$ cat src/rtl/mem_access_pkg.sv
// Shared encodings for the memory access stage: op codes, FSM states and
// active-level constants for the external bus.
package mem_access_pkg;

  typedef enum logic [3:0] {
    OP_NOP  = 4'd0,
    OP_LDW  = 4'd1,
    OP_LDH  = 4'd2,
    OP_LDHU = 4'd3,
    OP_LDB  = 4'd4,
    OP_LDBU = 4'd5,
    OP_STW  = 4'd6,
    OP_STH  = 4'd7,
    OP_STB  = 4'd8
  } mem_op_e;

  typedef enum logic [1:0] {
    ST_IDLE   = 2'd0,
    ST_ACCESS = 2'd1,
    ST_DONE   = 2'd2
  } state_e;

  localparam logic RW_READ    = 1'b1;
  localparam logic RW_WRITE   = 1'b0;
  localparam logic LANE_EN    = 1'b1;
  localparam logic LANE_DIS   = 1'b0;
  localparam logic STROBE_ON  = 1'b0;
  localparam logic STROBE_OFF = 1'b1;

  function automatic logic op_is_load(input logic [3:0] op);
    return (op >= OP_LDW) && (op <= OP_LDBU);
  endfunction

endpackage

$ cat src/rtl/mem_lane_align.sv
// Byte-lane steering: alignment check, store lane enables/replication and
// load lane extraction with sign or zero extension.
module mem_lane_align #(
  parameter int DATA_W = 32,
  parameter int BE_W   = DATA_W / 8,
  parameter int OFS_W  = $clog2(BE_W)
) (
  input  logic [3:0]        op,
  input  logic [OFS_W-1:0]  ofs,
  input  logic [DATA_W-1:0] st_data,
  input  logic [3:0]        ld_op,
  input  logic [OFS_W-1:0]  ld_ofs,
  input  logic [DATA_W-1:0] rd_data,
  output logic              is_mem,
  output logic              rd_wr,
  output logic              aligned,
  output logic [BE_W-1:0]   lane_en,
  output logic [DATA_W-1:0] lane_data,
  output logic [DATA_W-1:0] ld_data
);
  import mem_access_pkg::*;

  localparam logic [BE_W-1:0] BE_ONE = {{(BE_W-1){LANE_DIS}}, LANE_EN};
  localparam logic [BE_W-1:0] BE_TWO = {{(BE_W-2){LANE_DIS}}, LANE_EN, LANE_EN};

  logic [15:0] lane16;

  // Low 16 bits after shifting the addressed lane down to bit 0.
  assign lane16 = 16'(rd_data >> {ld_ofs, 3'b000});

  // Decode the incoming op into bus direction, lane enables and store data.
  always_comb begin
    is_mem    = 1'b1;
    rd_wr     = RW_READ;
    aligned   = 1'b1;
    lane_en   = {BE_W{LANE_EN}};
    lane_data = st_data;
    case (op)
      OP_LDW:           aligned = (ofs == {OFS_W{1'b0}});
      OP_LDH, OP_LDHU:  aligned = ~ofs[0];
      OP_LDB, OP_LDBU:  aligned = 1'b1;
      OP_STW: begin
        rd_wr   = RW_WRITE;
        aligned = (ofs == {OFS_W{1'b0}});
      end
      OP_STH: begin
        rd_wr     = RW_WRITE;
        aligned   = ~ofs[0];
        lane_en   = BE_TWO << ofs;
        lane_data = {(DATA_W/16){st_data[15:0]}};
      end
      OP_STB: begin
        rd_wr     = RW_WRITE;
        lane_en   = BE_ONE << ofs;
        lane_data = {BE_W{st_data[7:0]}};
      end
      default: begin
        is_mem  = 1'b0;
        lane_en = {BE_W{LANE_DIS}};
      end
    endcase
  end

  // Extract and extend the load result for the op held during the access.
  always_comb begin
    ld_data = {DATA_W{1'b0}};
    case (ld_op)
      OP_LDW:  ld_data = rd_data;
      OP_LDH:  ld_data = {{(DATA_W-16){lane16[15]}}, lane16};
      OP_LDHU: ld_data = {{(DATA_W-16){1'b0}}, lane16};
      OP_LDB:  ld_data = {{(DATA_W-8){lane16[7]}}, lane16[7:0]};
      OP_LDBU: ld_data = {{(DATA_W-8){1'b0}}, lane16[7:0]};
      default: ld_data = {DATA_W{1'b0}};
    endcase
  end

endmodule

$ cat src/rtl/mem_access_unit.sv
// MEM stage bus master: issues one registered bus transfer per aligned memory
// op, waits for rdy_ with a timeout, and returns the MEM result on out.
module mem_access_unit
  import mem_access_pkg::*;
#(
  parameter int DATA_W  = 32,
  parameter int BE_W    = DATA_W / 8,
  parameter int OFS_W   = $clog2(BE_W),
  parameter int TIMEOUT = 16
) (
  input  logic                    clk,
  input  logic                    reset,
  input  logic                    ex_en,
  input  logic [3:0]              ex_mem_op,
  input  logic [DATA_W-1:0]       ex_mem_wr_data,
  input  logic [DATA_W-1:0]       ex_out,
  input  logic [DATA_W-1:0]       rd_data,
  input  logic                    rdy_,
  output logic [DATA_W-OFS_W-1:0] addr,
  output logic                    as_,
  output logic                    rw,
  output logic [DATA_W-1:0]       wr_data,
  output logic [BE_W-1:0]         byte_en,
  output logic [DATA_W-1:0]       out,
  output logic                    stall,
  output logic                    miss_align,
  output logic                    bus_err
);

  localparam int CNT_W = $clog2(TIMEOUT);
  localparam int AW    = DATA_W - OFS_W;

  state_e             state_r;
  logic [CNT_W-1:0]   wait_cnt_r;
  logic [3:0]         op_r;
  logic [OFS_W-1:0]   ofs_r;

  logic               is_mem_s;
  logic               rd_wr_s;
  logic               aligned_s;
  logic [BE_W-1:0]    lane_en_s;
  logic [DATA_W-1:0]  lane_data_s;
  logic [DATA_W-1:0]  ld_data_s;

  mem_lane_align #(
    .DATA_W (DATA_W),
    .BE_W   (BE_W),
    .OFS_W  (OFS_W)
  ) u_align (
    .op        (ex_mem_op),
    .ofs       (ex_out[OFS_W-1:0]),
    .st_data   (ex_mem_wr_data),
    .ld_op     (op_r),
    .ld_ofs    (ofs_r),
    .rd_data   (rd_data),
    .is_mem    (is_mem_s),
    .rd_wr     (rd_wr_s),
    .aligned   (aligned_s),
    .lane_en   (lane_en_s),
    .lane_data (lane_data_s),
    .ld_data   (ld_data_s)
  );

  // Hold the pipeline from the accept cycle until the transfer leaves ACCESS.
  assign stall = (state_r == ST_ACCESS) ||
                 ((state_r == ST_IDLE) && ex_en && is_mem_s && aligned_s);

  // Transfer FSM with all bus and result outputs registered.
  always_ff @(posedge clk) begin
    if (reset) begin
      state_r    <= ST_IDLE;
      wait_cnt_r <= {CNT_W{1'b0}};
      op_r       <= OP_NOP;
      ofs_r      <= {OFS_W{1'b0}};
      addr       <= {AW{1'b0}};
      as_        <= STROBE_OFF;
      rw         <= RW_READ;
      wr_data    <= {DATA_W{1'b0}};
      byte_en    <= {BE_W{LANE_DIS}};
      out        <= {DATA_W{1'b0}};
      miss_align <= 1'b0;
      bus_err    <= 1'b0;
    end else begin
      miss_align <= 1'b0;
      bus_err    <= 1'b0;
      case (state_r)
        ST_IDLE: begin
          if (ex_en && is_mem_s) begin
            if (aligned_s) begin
              state_r    <= ST_ACCESS;
              wait_cnt_r <= {CNT_W{1'b0}};
              op_r       <= ex_mem_op;
              ofs_r      <= ex_out[OFS_W-1:0];
              addr       <= ex_out[DATA_W-1:OFS_W];
              as_        <= STROBE_ON;
              rw         <= rd_wr_s;
              wr_data    <= lane_data_s;
              byte_en    <= lane_en_s;
            end else begin
              out        <= {DATA_W{1'b0}};
              miss_align <= 1'b1;
            end
          end else if (ex_en) begin
            out <= ex_out;
          end else begin
            out <= {DATA_W{1'b0}};
          end
        end
        ST_ACCESS: begin
          if (!rdy_) begin
            state_r <= ST_DONE;
            as_     <= STROBE_OFF;
            byte_en <= {BE_W{LANE_DIS}};
            out     <= ld_data_s;
          end else if (wait_cnt_r == CNT_W'(TIMEOUT - 1)) begin
            state_r <= ST_DONE;
            as_     <= STROBE_OFF;
            byte_en <= {BE_W{LANE_DIS}};
            out     <= {DATA_W{1'b0}};
            bus_err <= 1'b1;
          end else begin
            wait_cnt_r <= wait_cnt_r + CNT_W'(1);
          end
        end
        ST_DONE: state_r <= ST_IDLE;
        default: state_r <= ST_IDLE;
      endcase
    end
  end

endmodule

$ cat config.mk
export PLATFORM = sky130hd
export DESIGN_NAME = mem_access_unit
export DESIGN_NICKNAME = d
export VERILOG_FILES = /design/src/rtl/mem_access_pkg.sv /design/src/rtl/mem_lane_align.sv /design/src/rtl/mem_access_unit.sv
export SDC_FILE = /design/constraint.sdc
export NUM_CORES = 1
export LEC_CHECK = 0
export ABC_AREA = 0
export BUFFER_PORTS_ARGS = -buffer_cell sky130_fd_sc_hd__buf_2
export CORE_AREA = 2 2 141 143
export DETAILED_ROUTE_END_ITERATION = 6
export DIE_AREA = 0 0 143 145
export PLACE_DENSITY = 0.66
export SLEW_MARGIN = 20
export SYNTH_ARGS = -nofsm -noshare
export SYNTH_HDL_FRONTEND = slang
export SYNTH_HIERARCHICAL = 1
export SYNTH_SLANG_ARGS = --single-unit
$ cat constraint.sdc
create_clock -name clk -period 2.1 [get_ports clk]
set_input_delay 0.315 -clock clk [delete_from_list [all_inputs] [get_ports clk]]
set_output_delay 0.315 -clock clk [all_outputs]
set_load 0.02 [all_outputs]
==> impl_metrics.yaml, run 1 <==
status:
  status: "finished, final reports clean"
pwr:
  leakagePower_uw: 0.003493
  ir_drop_v: 0.0005106
  powerDensity_nw_per_um2: 862.8
worst_setup_path:
  worstPathRequired_ns: 1.78
  critPathSlowestCell: "and4b_4"
  critPathMaxStageDelay_ns: 0.30
  crit_top_cell: "buf_2"
  path_max_fanout: 5
  crit_arrival_ns: 1.65
  crit_path_start_kind: "primary input"
  path_cells: "buf_2 > buf_4 > nor3_4 > xnor2_1 > and4b_4 > nand2_2 > nand2_1 > buf_2"
  worstSetupEndpointType: "output pin"
  critPathKind: "primary input to output pin"
global_routing:
  grt_overflow: 0
  grt_pass1_vias: 5753
  grt_antenna_before_repair: 0
  grt_use_total: 0.1897
  grt_pass1_wl_um: 30880
  grt_max_degree: 64
yosys:
  synthCells: 704
  yosys-top-cells-area: "dfxtp_1, nand2_1, a21oi_1"
  synth.yosys.seq_area_share: 0.3896
  yosys-top-cells-count: "nand2_1, dfxtp_1, a21oi_1"
  synthFlopType: "dfxtp_1"
  ys_types: 55
  synth-async-reset-ratio: 0
  synth_top_cell_by_area: "dfxtp_1"
  synth_edf_count: 0
  synth.most_common_cell: "nand2_1"
  synth_warnings: 6
  synth_area_per_cell_um2: 8.321
  synth_top_area_share: 0.3896
  synth_nets: 809
  ys_seq_elements: 114
  syn-cell-area_um2: 5858
timing:
  drv_slew: 0
  worstMarginPinSlew_ns: 0.6612
  fin_crit_sh: 0.9337
  max_freq_mhz: 510.0
  finalWorstSetupSlack_ns: 0.1392
  finClkSkew_ns: 0.01002
  period_needed_ns: 1.961
  slew_headroom: 0.5583
  hold_violations: 0
  rsz0062_at_grt: "yes"
  setup_viol: 0
finish:
  seq_area_um2: 2282
  fillers: 1958
  multi_input_area_um2: 3228
  area_growth_pct: 36.20
  fin_util: 0.4154
  layout-drive-gt1-share: 0.3757
  fin_nets: 1005
  layoutNonFillerInstCount: 1178
  num_antenna_cells: 0
floorplan:
  initial_core_util: 0.3050
  dieHeight_um: 145
  rows: 51
  pin_count: 207
  dieArea_um2: 20740
  fp.coreArea_um2: 19210
  fp.dieW_um: 143
cts:
  cts.sink_count: 114
  cts_buffers: 17
  cts_root_buf: "clkbuf_16"
  clkSlewWorstSetupHoldPaths_ns: 0.06
  cts_hold_buf: 0
  cts_tree: "done"
  clk-insertion-delay-late_ns: 0.41
  clk_path_buf_depth: 2
  htreeDepth: 4
placed_design:
  port_buffers: 206
  pre_cts_slack_ns: -0.09157
  gp_congestion: 0.8762
  place_hpwl_um: 14390
  placed_cells: 1146
drt:
  num_vias: 5994
  wl_um: 19950
  drt-pass1-iter-count: 5
  drc: 0
  ant_nets: 0
  wl_per_cell_um: 16.93
  vias_per_cell: 5.088
  drtIter0Drc: 366
job:
  cap_violations: 0
worst_hold_path:
  hold_path.class: "primary input to flip-flop"
## routing by layer
metal,share of wire,vias to the layer above,track usage
met3,0.088,37,0.05545
met2,0.47,287,0.3089
li1,-,2900,-
met5,0,-,0
met1,0.42,2770,0.2331
met4,0.027,0,0.07673
## critical path, delay by kind of cell
family | cells | cell delay [ns]
xor gates and xnor gates | 1 | 0.17
and+or+nand+nor | 4 | 0.73
buffers and inverters | 3 | 0.44
## area by class of cell
| cell class | instances | area share |
|---|---|---|
| clock buffer | 18 | 0.05379 |
| clock inverter | 14 | 0.02666 |
| inverter | 5 | 0.002352 |
| multi-input combinational | 517 | 0.4046 |
| sequential | 114 | 0.2860 |
| tap | 265 | 0.04156 |
| timing repair buffer | 245 | 0.1850 |
## where the power goes
part           leakage (uW)  switching (uW)  internal, uW
registers          0.000931            80.1          2310
clock network      0.000302            1080          2100
logic               0.00226             810           512
## stage by stage
step / hold slack, ns / cell area (um^2) / setup TNS [ns] / total power (uW)
final: 0.1493 / 7979 / 0 / 6884
after global routing: 0.1393 / 7979 / -0.01773 / 7196
after CTS: 0.1256 / 7961 / 0 / 6961
after detailed placement: 0.4439 / 7320 / -2.935 / 3749
after global placement: 0.4379 / 7320 / -1.181 / 3732
after floorplan: 0.4330 / 5858 / 0 / 3233
## logic make-up (layout without fill, tap and decap cells)
kind of cell | after synthesis | count (layout) | synth area share
AO/OA/AOI/OAI | 204 | 204 | 0.2715
XOR/XNOR | 2 | 2 | 0.002991
adder cells (fa/ha/maj) | 1 | 1 | 0.002135
buffers and inverters | 73 | 282 | 0.06707
flip-flops | 114 | 114 | 0.3896
multiplexers | 31 | 31 | 0.06130
AND/OR/NAND/NOR | 279 | 279 | 0.2055
## repair_timing
action	CTS	global route
gates resized for setup	0	2
buffers inserted	0	0
setup endpoints to repair	0	9
## layout by cell type, fill, tap and decap left out, types with 4 or more instances in the layout
cell / count
buf_2: 205
nand2_1: 195
dfxtp_1: 114
a21oi_1: 74
nor2_1: 45
a32oi_1: 32
a211oi_2: 28
buf_4: 28
mux2_2: 21
clkbuf_16: 17
a22o_1: 16
buf_12: 12
o21ai_0: 11
nand3_1: 9
a21o_1: 9
mux2i_1: 7
a222oi_1: 7
inv_1: 5
a211oi_1: 5
bufinv_16: 5
a22oi_1: 4
o22ai_1: 4
clkinvlp_4: 4
## path summary, 6_finish.rpt
check,from,end,slack [ns],cells after the start
worst max register to register,wait_cnt_r[0],out[4],0.14,6
worst max-delay path,ex_mem_op[1],stall,0.14,8
worst min register to register,addr[3],addr[3],0.45,2
worst min-delay path,ex_out[6],addr[4],0.15,3
## flip-flops by register name (all words and copies together) (netlist names)
name / flops
as_: 1
miss_align: 1
op_r: 4
ofs_r: 2
byte_en: 4
out: 32
state_r: 2
addr: 30
bus_err: 1
rw: 1
wr_data: 32
wait_cnt_r: 4
(Power assumes the default switching activity.)
==> inputs of run 2 (changes only) <==
Settings changed: CORE_AREA 2 2 141 143 to 2 2 101 200, DIE_AREA 0 0 143 145 to 0 0 103 202, GPL_TIMING_DRIVEN from default to 0, PLACE_DENSITY 0.66 to 0.52.
==> run 2 against run 1 <==
  * Cell count increased by 2.5%
  * Non-clock buffer count increased by 37
  * Count of clock-buffer cells in the layout increased by 1
  * Maximum frequency decreased by 5.0%
  * Largest cell class unchanged
==> impl_metrics.yaml, run 2 (synthesis results as in run 1) <==
placed_design:
  gp_congestion: 0.9140
  placed_cells: 1169
  pre_cts_slack_ns: -0.5714
  place_hpwl_um: 18870
  port_buffers: 206
worst_hold_path:
  hold_depth: 3
  hold_path.class: "primary input to flip-flop"
  hold_path.startpoint: "ex_mem_op[1]"
  min_to: "op_r[1]"
cts:
  clk-insertion-delay-late_ns: 0.41
  cts_tree: "done"
  clk_path_buf_depth: 2
  cts_buffers: 17
  cts.sink_count: 114
  clkSlewWorstSetupHoldPaths_ns: 0.05
  cts_root_buf: "clkbuf_16"
  htreeDepth: 4
drt:
  drt-pass1-iter-count: 5
  routed.top_layer: "met4"
  ant_nets: 0
  drc: 0
  drtIter0Drc: 305
  met1_length_um: 7903
  wl_met3_um: 1309
  wl_um: 23710
  wl_per_cell_um: 19.62
  num_vias: 6126
  met2_length_um: 13500
  vias_per_cell: 5.071
finish:
  layout-drive-gt1-share: 0.3892
  layout_common_cells: "buf_2, nand2_1, dfxtp_1"
  fillers: 2138
  seq_area_um2: 2285
  mostFrequentLayoutCell: "buf_2"
  reg_top3: "out x32, wr_data x32, addr x30"
  layoutNonFillerInstCount: 1208
  multi_input_area_um2: 3292
  area_growth_pct: 36.65
  fin_nets: 1042
timing:
  slew_headroom: 0.4282
  rsz0062_at_grt: "yes"
  hold_violations: 0
  finClkSkew_ns: 0.005464
  fin_crit_sh: 0.9831
  setup_viol: 0
  finalWorstSetupSlack_ns: 0.03543
  worstMarginPinSlew_ns: 0.8577
  period_needed_ns: 2.065
  max_freq_mhz: 484.4
  setup-tns-final_ns: 0
  drv_slew: 0
floorplan:
  fp.dieW_um: 103
  dieHeight_um: 202
  dieArea_um2: 20810
  rows: 72
  fp.coreArea_um2: 19280
  initial_core_util: 0.3039
  pin_count: 207
global_routing:
  grt_pass1_wl_um: 35420
  grt_antenna_before_repair: 1
  grt_pass1_vias: 6292
  grt_overflow: 0
  grt_max_degree: 17
  grt_use_total: 0.2293
worst_setup_path:
  critPathMaxStageDelay_ns: 0.29
  rr_endpoint: "out[14]"
  crit_arrival_ns: 1.75
  crit_family: "simple AND/OR/NAND/NOR gates"
  r2r_cells: 6
  critPathKind: "primary input to output pin"
  worstPathRequired_ns: 1.78
  ff2ff_setup_slack_ns: 0.07
  path_cells: "buf_2 > clkbuf_4 > nor3_4 > xnor2_2 > and4b_4 > nand2_2 > buf_8 > nand2_1 > buf_4"
  worstReg2RegStart: "ofs_r[0]"
  critPathSlowestCell: "and4b_4"
  crit_path_start_kind: "primary input"
  path_max_fanout: 10
  worstSetupEndpointType: "output pin"
  cp_num_buf_inv: 4
pwr:
  ir_drop_v: 0.0004976
  leakagePower_uw: 0.003566
  powerDensity_nw_per_um2: 819.5
status:
  status: "finished, final reports clean"
job:
  cap_violations: 0
==> run 2: through the flow <==
stage / hold slack, ns / total power, uW / area, um^2 / util
after global placement: 0.4391 / 3758 / 7213 / 0.3742
after global routing: 0.1498 / 6843 / 8005 / 0.4152
after detailed placement: 0.4432 / 3764 / 7213 / 0.3742
final: 0.1450 / 6560 / 8005 / 0.4152
after floorplan: 0.4330 / 3233 / 5858 / -
after CTS: 0.1303 / 6630 / 7916 / 0.4106
==> run 2: worst max-delay path by stage <==
stage / from / to / slack [ns] / depth (start not counted)
3_5_place_dp: ex_mem_op[1] / addr[13] / -0.57 / 10
6_report: ex_mem_op[1] / stall / 0.04 / 9
4_1_cts: ex_mem_op[1] / stall / -0.04 / 9
5_1_grt: ex_mem_op[1] / stall / -0.03 / 9
3_3_place_gp: ex_mem_op[1] / addr[13] / -0.53 / 10
2_1_floorplan: ex_mem_op[1] / out[17] / 0.03 / 8
==> run 2: repair_timing <==
action	4_1_cts	5_1_grt
setup endpoints to repair	83	69
setup buffers	4	4
resized for setup	25	23
pin swaps	2	3
hold buffers	0	0
==> run 2: final cells by class <==
cell class	instances	area share
inverters	5	0.002344
multi-input cells	517	0.4112
flip-flops and latches	114	0.2854
clock buffers	19	0.05533
well taps	259	0.04048
diodes	1	0.0003126
repair buffers	214	0.1382
plain buffers	68	0.05236
clock inverters	11	0.01438
==> run 2: routing by layer <==
metal | GRT usage | up-vias
met3 | 0.05014 | 45
met5 | 0 | -
met1 | 0.2145 | 2893
li1 | - | 2974
met4 | 0.1104 | 0
met2 | 0.4448 | 214
==> run 2: power by group <==
group | leakage, uW | internal [uW] | switching, uW
logic | 0.00237 | 512 | 866
registers | 0.000932 | 2310 | 84.6
clock network | 0.000266 | 1750 | 1040
==> run 2: tightest hold or removal path, delay by kind of cell <==
kind	cells	cell delay (ns)
simple gates	1	0.05
compound gates	1	0.05
buf+inv	1	0.10
